<file path="config.mk">
export PLATFORM = sky130hd
export DESIGN_NAME = dmem_arbiter
export DESIGN_NICKNAME = d
export VERILOG_FILES = /design/src/rtl/cpu_pkg.sv /design/src/rtl/dmem_rr_pick.sv /design/src/rtl/dmem_arbiter.sv
export SDC_FILE = /design/constraint.sdc
export NUM_CORES = 1
export LEC_CHECK = 0
export CAP_MARGIN = 20
export CORE_UTILIZATION = 42
export DETAILED_ROUTE_END_ITERATION = 6
export GPL_TIMING_DRIVEN = 0
export PLACE_DENSITY = 0.8
export SLEW_MARGIN = 40
export SYNTH_ARGS = -nofsm -noshare
export SYNTH_HDL_FRONTEND = slang
export SYNTH_SLANG_ARGS = --single-unit
</file>
<file path="constraint.sdc">
create_clock -name clk_i -period 2.2 [get_ports clk_i]
set_input_delay 0.44 -clock clk_i [delete_from_list [all_inputs] [get_ports clk_i]]
set_output_delay 0.44 -clock clk_i [all_outputs]
set_load 0.03 [all_outputs]
</file>
<file path="src/rtl/cpu_pkg.sv">
// -----------------------------------------------------------------------------
// cpu_pkg
// Shared types and constants for the CPU data-memory path.
//   arb_state_t : data-memory arbiter FSM states
//   REQ_CU/LD   : requester indices (control unit, program/data loader)
//   DMEM_*_W    : default data-memory address / data widths
// -----------------------------------------------------------------------------
package cpu_pkg;

    typedef enum logic [1:0] {
        IDLE   = 2'd0,
        ACCESS = 2'd1,
        WAIT   = 2'd2,
        RESP   = 2'd3
    } arb_state_t;

    localparam int REQ_CU      = 0;
    localparam int REQ_LD      = 1;
    localparam int DMEM_ADDR_W = 8;
    localparam int DMEM_DATA_W = 16;

endpackage

</file>
<file path="src/rtl/dmem_rr_pick.sv">
// -----------------------------------------------------------------------------
// dmem_rr_pick
// Combinational two-way round-robin winner select.
//   req_i   : per-requester request bits
//   ptr_i   : index of the requester that wins a tie
//   win_o   : winning requester index (meaningful only with valid_o)
//   valid_o : at least one request is pending
// -----------------------------------------------------------------------------
module dmem_rr_pick (
    input  logic [1:0] req_i,
    input  logic       ptr_i,
    output logic       win_o,
    output logic       valid_o
);

    always_comb begin
        valid_o = |req_i;
        // A lone request wins outright; a tie goes to the pointer.
        if (req_i == 2'b11) begin
            win_o = ptr_i;
        end else begin
            win_o = req_i[1];
        end
    end

endmodule

</file>
<file path="src/rtl/dmem_arbiter.sv">
// -----------------------------------------------------------------------------
// dmem_arbiter
// Shares a single-port data memory between the control unit (port 0) and the
// program/data loader (port 1). One transaction in flight, round-robin on
// ties, fixed memory read latency absorbed internally. All outputs registered.
//   clk_i, rst_i        : clock, synchronous active-high reset
//   req_i, wr_i         : per-port request / write-enable
//   addr0_i, addr1_i    : per-port address
//   wdata0_i, wdata1_i  : per-port write data
//   gnt_o, ack_o        : one-hot single-cycle accept / complete pulses
//   rdata_o             : read return, valid with ack_o on a read
//   d_addr_o, d_wr_o, d_wdata_o, d_rdata_i : memory side
// -----------------------------------------------------------------------------
module dmem_arbiter
    import cpu_pkg::*;
#(
    parameter int ADDR_W = DMEM_ADDR_W,
    parameter int DATA_W = DMEM_DATA_W,
    parameter int RD_LAT = 1
) (
    input  logic              clk_i,
    input  logic              rst_i,
    input  logic [1:0]        req_i,
    input  logic [1:0]        wr_i,
    input  logic [ADDR_W-1:0] addr0_i,
    input  logic [ADDR_W-1:0] addr1_i,
    input  logic [DATA_W-1:0] wdata0_i,
    input  logic [DATA_W-1:0] wdata1_i,
    output logic [1:0]        gnt_o,
    output logic [1:0]        ack_o,
    output logic [DATA_W-1:0] rdata_o,
    output logic [ADDR_W-1:0] d_addr_o,
    output logic              d_wr_o,
    output logic [DATA_W-1:0] d_wdata_o,
    input  logic [DATA_W-1:0] d_rdata_i
);

    generate
        if (RD_LAT < 1 || RD_LAT > 4) begin : g_bad_lat
            $error("dmem_arbiter: RD_LAT must be in 1..4");
        end
    endgenerate

    localparam int CNT_W = 2;

    arb_state_t        state_q, state_d;
    logic [1:0]        gnt_q, gnt_d;
    logic [1:0]        ack_q, ack_d;
    logic [DATA_W-1:0] rdata_q, rdata_d;
    logic [ADDR_W-1:0] d_addr_q, d_addr_d;
    logic              d_wr_q, d_wr_d;
    logic [DATA_W-1:0] d_wdata_q, d_wdata_d;
    logic              ptr_q, ptr_d;
    logic [CNT_W-1:0]  cnt_q, cnt_d;
    logic              win_q, win_d;
    logic              wr_q, wr_d;

    logic pick_win;
    logic pick_valid;

    dmem_rr_pick u_pick (
        .req_i   (req_i),
        .ptr_i   (ptr_q),
        .win_o   (pick_win),
        .valid_o (pick_valid)
    );

    // State and registered outputs.
    always_ff @(posedge clk_i) begin
        if (rst_i) begin
            state_q   <= IDLE;
            gnt_q     <= '0;
            ack_q     <= '0;
            rdata_q   <= '0;
            d_addr_q  <= '0;
            d_wr_q    <= 1'b0;
            d_wdata_q <= '0;
            ptr_q     <= 1'b0;
            cnt_q     <= '0;
            win_q     <= 1'b0;
            wr_q      <= 1'b0;
        end else begin
            state_q   <= state_d;
            gnt_q     <= gnt_d;
            ack_q     <= ack_d;
            rdata_q   <= rdata_d;
            d_addr_q  <= d_addr_d;
            d_wr_q    <= d_wr_d;
            d_wdata_q <= d_wdata_d;
            ptr_q     <= ptr_d;
            cnt_q     <= cnt_d;
            win_q     <= win_d;
            wr_q      <= wr_d;
        end
    end

    // Next-state logic.
    always_comb begin
        state_d = state_q;
        case (state_q)
            IDLE:    if (pick_valid) state_d = ACCESS;
            ACCESS:  state_d = (wr_q || RD_LAT == 1) ? RESP : WAIT;
            WAIT:    if (cnt_q == CNT_W'(1)) state_d = RESP;
            RESP:    state_d = IDLE;
            default: state_d = IDLE;
        endcase
    end

    // Next values of the registered outputs and datapath.
    always_comb begin
        gnt_d     = '0;
        ack_d     = '0;
        rdata_d   = rdata_q;
        d_addr_d  = d_addr_q;
        d_wr_d    = d_wr_q;
        d_wdata_d = d_wdata_q;
        ptr_d     = ptr_q;
        cnt_d     = cnt_q;
        win_d     = win_q;
        wr_d      = wr_q;
        case (state_q)
            IDLE: begin
                if (pick_valid) begin
                    win_d           = pick_win;
                    wr_d            = wr_i[pick_win];
                    gnt_d[pick_win] = 1'b1;
                    d_addr_d        = pick_win ? addr1_i : addr0_i;
                    d_wr_d          = wr_i[pick_win];
                    d_wdata_d       = pick_win ? wdata1_i : wdata0_i;
                end else begin
                    d_addr_d  = '0;
                    d_wr_d    = 1'b0;
                    d_wdata_d = '0;
                end
            end
            ACCESS: begin
                // Exactly one cycle of write enable.
                d_wr_d = 1'b0;
                if (wr_q) begin
                    ack_d[win_q] = 1'b1;
                end else begin
                    cnt_d = CNT_W'(RD_LAT - 1);
                    if (RD_LAT == 1) begin
                        rdata_d      = d_rdata_i;
                        ack_d[win_q] = 1'b1;
                    end
                end
            end
            WAIT: begin
                // Address held; capture when the count would reach zero.
                cnt_d = cnt_q - CNT_W'(1);
                if (cnt_q == CNT_W'(1)) begin
                    rdata_d      = d_rdata_i;
                    ack_d[win_q] = 1'b1;
                end
            end
            RESP: begin
                d_addr_d = '0;
                // Hand tie priority to the requester not just served.
                ptr_d    = ~win_q;
            end
            default: ;
        endcase
    end

    assign gnt_o     = gnt_q;
    assign ack_o     = ack_q;
    assign rdata_o   = rdata_q;
    assign d_addr_o  = d_addr_q;
    assign d_wr_o    = d_wr_q;
    assign d_wdata_o = d_wdata_q;

endmodule

</file>
==> metrics.md <==
| Metric | Value |
|---|---|
| Status | finished, final reports clean |
| Post-synth EDFFs | 0 |
| First DRT Iteration DRCs | around 140 |
| Shortest period the worst path allows | approximately 1.8 ns |
| Fin. max-slew vios | 0 |
| Reg2Reg Capture Point | rdata_o[10] |
| TNS Setup | 0 ns |
| Peak VDD IR | just over 0.6 mV |
| Bufs on Longest Clock Path | 2 |
| DRT Wirelength | 7.34 mm |
| Most used cell along the critical path | clkbuf_1 |
| Yosys reg bits | 52 |
| Worst reg2reg path depth | 6 |
| Initial antenna violation count | 0 |
| Hold wc startpoint | rdata_o[9] |
| Ys async rst share | 0% |
| Critical path, cell by cell | clkdlybuf4s50_1 -> clkbuf_1 -> clkbuf_1 -> a221oi_1 |
| Main synth FF type | dfxtp_1 |
| Worst Setup Path Type | input port to flop |
| Worst Setup End Kind | flop |
| Leak | 1.39 nW |
| Grt ovf | 0 |
| Critical Path Max Stage Delay | 0.55 ns |
| Max Clk Rate | 0.552 GHz |
| Post-synth top cells | dfxtp_1, nand2b_1, o21ai_0, nand2_1, mux2i_1 |
| CP Launch Type | input port |
| Clock latency on the worst-skew pair | around 0.3 ns |
| CP Data Required Time | between 2 and 2.5 ns |
| Syn nets | 363 |
| Slowest cell on crit path | clkdlybuf4s50_1 |
| Critical path fanouts, max | 10 |
| Final #Nets | 484 |
| Crit path from | rst_i |
| Layout cells sized above 1 | under 10% |
| Final WS setup | 0.387 ns |
| Synth area leader | dfxtp_1 |
| # DRC | 0 |
| IO buf count | 114 |
| Clock transition at path regs | 0.10 ns |
| Dominant cells by area after synthesis | dfxtp_1, nand2b_1, mux2i_1 |
| Worst hold margin | around 0.48 ns |
| Slew margin rel. | 60.5% |
| Top delay family on crit path | buffers and inverters |
| Seq/Total Area, Yosys | approximately 39% |
| Pin count of the biggest net entering global routing | 15 |
| Via count | 2585 |
| DP HPWL | 5.41 mm |
| Initial Utilization | 44.2% |
| Syn. warnings | 0 |
| Hold_buf cts | 0 |
| Boundary Pins | 115 |
| Critical path buffers and inverters | 3 |
| Ratio of final minimum period to clock period | 82.4% |
| Cells after synthesis | between 200 and 300 |
| Avg Cell Area, Syn | 9.19 µm² |
| # resized after CTS | 0 |
| Core Area | 5990 µm² |
| Ant. Diodes | 0 |
| Cell Area, Synth | 2650 µm² |
| Hold Path Depth | 2 |
| Worst min path class | flop to flop |
| # rows | 28 |
| Flop2flop setup slack | approximately 0.39 ns |
| TritonCTS Sinks | 52 |
| Total track usage | 22.9% |
| Setup bufs post-CTS | 0 |
| Cell variety after synth | 31 |
| DIE HEIGHT | between 80 and 90 µm |
| GP Congestion | a little under 0.8 |
| Final number of hold-violating endpoints | 0 |
| P per Cell Area | 1060 nW/µm² |
| CTS tree | built |
| Hold path endpoint | rdata_o[9] |
| Root buffer cell | clkbuf_8 |
| Area of the die | 6630 µm² |
| Final Setup Violations | 0 |
| RSZ-0062 raised after global routing | false |
| Wire length per cell | between 15 and 20 µm |
| Vias in the first global route | 2508 |
| Top-area cell type share of the netlist area | between 30% and 40% |
| H-tree Lvls | 2 |
| DP Worst Slack | approximately 0.067 ns |
| Max Clock Skew | roughly 0.0073 ns |
| Routed Antenna Nets | 0 |
| Least-Margin Pin Slew | 0.593 ns |
| Maxcap violations | 0 |
| WP data arrival | 1.97 ns |
| Layout area overhead | 50.0% |
| Detailed Routing Iterations Pass 1 | 4 |
| Die Span X | 81.4 µm |
| First-pass GRT wire length | 11.8 mm |
| CTS Buf Count | 5 |
| FF-to-FF Start | state_q[0] |
| Via density | 5.33 |
[sequential cells by signal, summed over array words and instances, names as in the netlist, 2 cells and up]
| register | flops |
|---|---|
| rdata_o | 16 |
| gnt_o | 2 |
| state_q | 2 |
| cnt_q | 2 |
| d_addr_o | 8 |
| ack_o | 2 |
| d_wdata_o | 16 |
[per-layer routing]
metal  GRT usage [%]  vias to the layer above  part of all wire, %
met3            5.73                        9                  9.3
met2            38.1                      114                   46
li1                -                     1268                    -
met4            5.54                        0                  1.3
met5               0                        -                    0
met1            29.3                     1194                   43
[worst max-delay path by stage]
| stage | slack, ns | to | cells past startpoint |
|---|---|---|---|
| 2_1_floorplan | 0.54 | d_addr_o[7] | 6 |
| 3_3_place_gp | 0.11 | d_wdata_o[9] | 4 |
| 3_5_place_dp | 0.07 | d_wdata_o[12] | 4 |
| 4_1_cts | 0.36 | rdata_o[10] | 6 |
| 5_1_grt | 0.22 | d_wdata_o[7] | 6 |
| 6_report | 0.39 | d_wdata_o[12] | 4 |
[cells in the final DEF (no fill, tap or decap), types with 2 or more instances in the layout]
master and count:
clkbuf_8 6, nand2b_1 52, ha_1 5, nor3_1 2, inv_1 5, a221oi_1 16, buf_6 2, clkdlybuf4s50_1 114
a221oi_2 8, a32oi_1 9, a21oi_1 5, buf_2 4, buf_4 2, mux2i_1 18, nor2_1 6, nand3_1 2
nor2b_4 2, o21ai_0 28, nand2_1 27, o21a_1 16, dfxtp_1 52, clkbuf_1 17, nand3b_1 2
[kinds of logic (layout without fill, tap and decap cells)]
| logic type | Yosys count | after routing | synth area share (%) |
|---|---|---|---|
| compound gates | 84 | 84 | 24.2 |
| buf+inv | 30 | 152 | 5.91 |
| fa+ha+maj | 5 | 5 | 2.36 |
| flops | 52 | 52 | 39.3 |
| simple gates | 98 | 98 | 21.0 |
| mux | 19 | 19 | 7.23 |
[worst register-to-register path: stages (launching register included)]
cell and delay [ns]:
dfxtp_1 0.38, inv_1 0.09, ha_1 0.26, nor2b_4 0.16
nor3_4 0.45, buf_12 0.21, mux2i_1 0.19
[cell type report]
| cell class | count | area (µm²) |
|---|---|---|
| multi-input cells | 206 | 1450 |
| fillers | 502 | 2020 |
| well taps | 75 | 93.8 |
| repair buffers | 114 | 1140 |
| plain buffers | 25 | 138 |
| inverters | 5 | 18.8 |
| flip-flops and latches | 52 | 1040 |
| clock buffers | 8 | 90.1 |
[power by group]
group | internal, mW | switching [mW]
clock | 0.258 | 0.314
combinational | 1.05 | 1.26
sequential | 1.19 | 0.148
[stage by stage]
step	power [mW]	util, %	std cells	cell area, µm²
2_1_floorplan	2.87	-	288	2650
3_3_place_gp	3.62	64.8	477	3880
3_5_place_dp	3.66	64.8	477	3880
4_1_cts	4.23	66.3	485	3970
5_1_grt	4.47	66.3	485	3970
6_report	4.21	66.3	485	3970
(Power assumes the default switching activity.)
==> edit, RTL diff (config.mk and constraints unchanged) <==
The package constant `DMEM_ADDR_W` goes from 8 to 7.
--- a/src/rtl/cpu_pkg.sv
+++ b/src/rtl/cpu_pkg.sv
@@ -16,7 +16,7 @@
 
     localparam int REQ_CU      = 0;
     localparam int REQ_LD      = 1;
-    localparam int DMEM_ADDR_W = 8;
+    localparam int DMEM_ADDR_W = 7;
     localparam int DMEM_DATA_W = 16;
 
 endpackage
Ports: changed (resized addr0_i, addr1_i and d_addr_o); port bits go from 115 to 112. The function was not compared with the original's and may differ.
==> edit against the unedited design <==
- wire length is 6.7% lower
- combinational power fell by 8%
- total power is 6.1% lower
- synthesized cell count decreased by 2.1%
- worst setup slack got worse by 0.051 ns
- count of clock-buffer cells in the layout fell by 1
- cell area shrank 4.2%
- area after synthesis decreased by 4.3%
- sequential cell count fell by 1
- critical endpoint is now d_addr_o[3]
- largest cell class unchanged
- highest routed layer unchanged
==> edit: results (changes against the unedited design) <==
| Metric | Value |
|---|---|
| GR met2 Demand/Resource | `36.4% (was 38.1%)` |
| Synth top cells by count | `52 x nand2b_1, 51 x dfxtp_1, 27 x o21ai_0, 26 x nand2_1, 23 x a221oi_1 (was 52 x dfxtp_1, 52 x nand2b_1, 28 x o21ai_0, 27 x nand2_1, 18 x mux2i_1)` |
| GR Util met1 | `28.8% (was 29.3%)` |
| Routed via count | `2,460 (was 2,585)` |
| Global placer's final weighted congestion | `0.839 (was 0.781)` |
| First-pass GRT wire length | `11,200 um (was 11,800 um)` |
| Slowest stage delay, CP | `0.41 ns (was 0.55 ns)` |
| Clock Skew | `0.00194 ns (was 0.00735 ns)` |
| Post-Syn Nets | `355 (was 363)` |
| Post-synthesis mux area share | `7.56% (was 7.23%)` |
| Arrival time worst endpoint | `2.06 ns (was 1.97 ns)` |
| Synth area leaders | `dfxtp_1 40%, nand2b_1 13%, a221oi_1 8.0%, mux2i_1 7.1%, o21ai_0 5.3% (was dfxtp_1 39%, nand2b_1 12%, mux2i_1 6.8%, a221oi_1 5.3%, o21ai_0 5.3%)` |
| Largest net degree at the start of global routing | `15 (unchanged)` |
| Total wire length | `6850 um (was 7340 um)` |
| Maximum net fanout on the critical path | `7 (was 10)` |
| WL met1 | `3060 um (was 3160 um)` |
| Dpl hpwl | `5080 um (was 5410 um)` |
| Layout Nets | `472 (was 484)` |
| All-Layer GR Usage | `22.6% (was 22.9%)` |
| Cell family with most CP delay | `adder cells (was buffers and inverters)` |
| VDD IR max | `743 uV (was 614 uV)` |
| Met2 WL post-DR | `3120 um (was 3400 um)` |
| GR Layer Usage met3 | `6.17% (was 5.73%)` |
| Seq/Total Area, Yosys | `40.3% (was 39.3%)` |
| Number of global-route vias before repair | `2,408 (was 2,508)` |
| Routed wl met3 | `565 um (was 685 um)` |
| Share of cells above drive strength 1 | `5.25% (was 6.83%)` |
| Port bufs | `110 (was 114)` |
| Crit-path slowest cell | `ha_1 (was clkdlybuf4s50_1)` |
| Drt initial violations | `110 (was 139)` |
| Status | `complete, no violations (unchanged)` |
==> edit: cell count changes in the layout (fill, tap and decap cells not counted), moves of 2 or more <==
cell             delta
clkdlybuf4s50_1     -4
a221oi_2            -8
buf_4               +2
buf_6               -2
clkbuf_1            -2
a221oi_1            +7
clkbuf_2            +2
==> edit: kinds of logic (layout without fill, tap and decap cells) <==
logic type | count (synthesis) | count (layout)
flip-flops | 51 | 51
adder cells (fa/ha/maj) | 5 | 5
AO/OA/AOI/OAI | 81 | 81
multiplexers | 19 | 19
AND/OR/NAND/NOR | 97 | 97
buffers and inverters | 29 | 147
==> edit: metrics by stage <==
step                      instances  worst slack [ns]  total power [uW]  hold WS [ns]  cell area [um2]
after global routing            472             0.185              4200         0.504             3800
final                           472             0.336              3950         0.481             3800
after floorplan                 282             0.584              2700         0.424             2530
after CTS                       472             0.310              3980         0.485             3800
after detailed placement        464             0.116              3450         0.463             3720
after global placement          464             0.136              3410         0.458             3720
==> edit: power breakdown <==
part | leakage (uW) | internal [uW] | total (uW) | switching, uW
combinational | 0.000885 | 957 | 2130 | 1170
clock | 0.0000422 | 224 | 526 | 302
sequential | 0.000418 | 1160 | 1300 | 139
total | 0.00135 | 2340 | 3950 | 1610
==> edit: final timing paths <==
kind               start          end  depth (start not counted)  slack, ns
max           state_q[0]  d_addr_o[3]                          5       0.34
min          rdata_o[15]  rdata_o[15]                          2       0.48
max reg2reg   state_q[0]  d_addr_o[3]                          5       0.34
min reg2reg  rdata_o[15]  rdata_o[15]                          2       0.48
==> edit: cell type report <==
cell class,count,area share [%]
buffer,24,3.22
clock buffer,7,2.01
clock inverter,1,0.132
inverter,5,0.493
multi-input combinational,202,36.0
sequential,51,26.8
tap,72,2.37
timing repair buffer,110,28.9
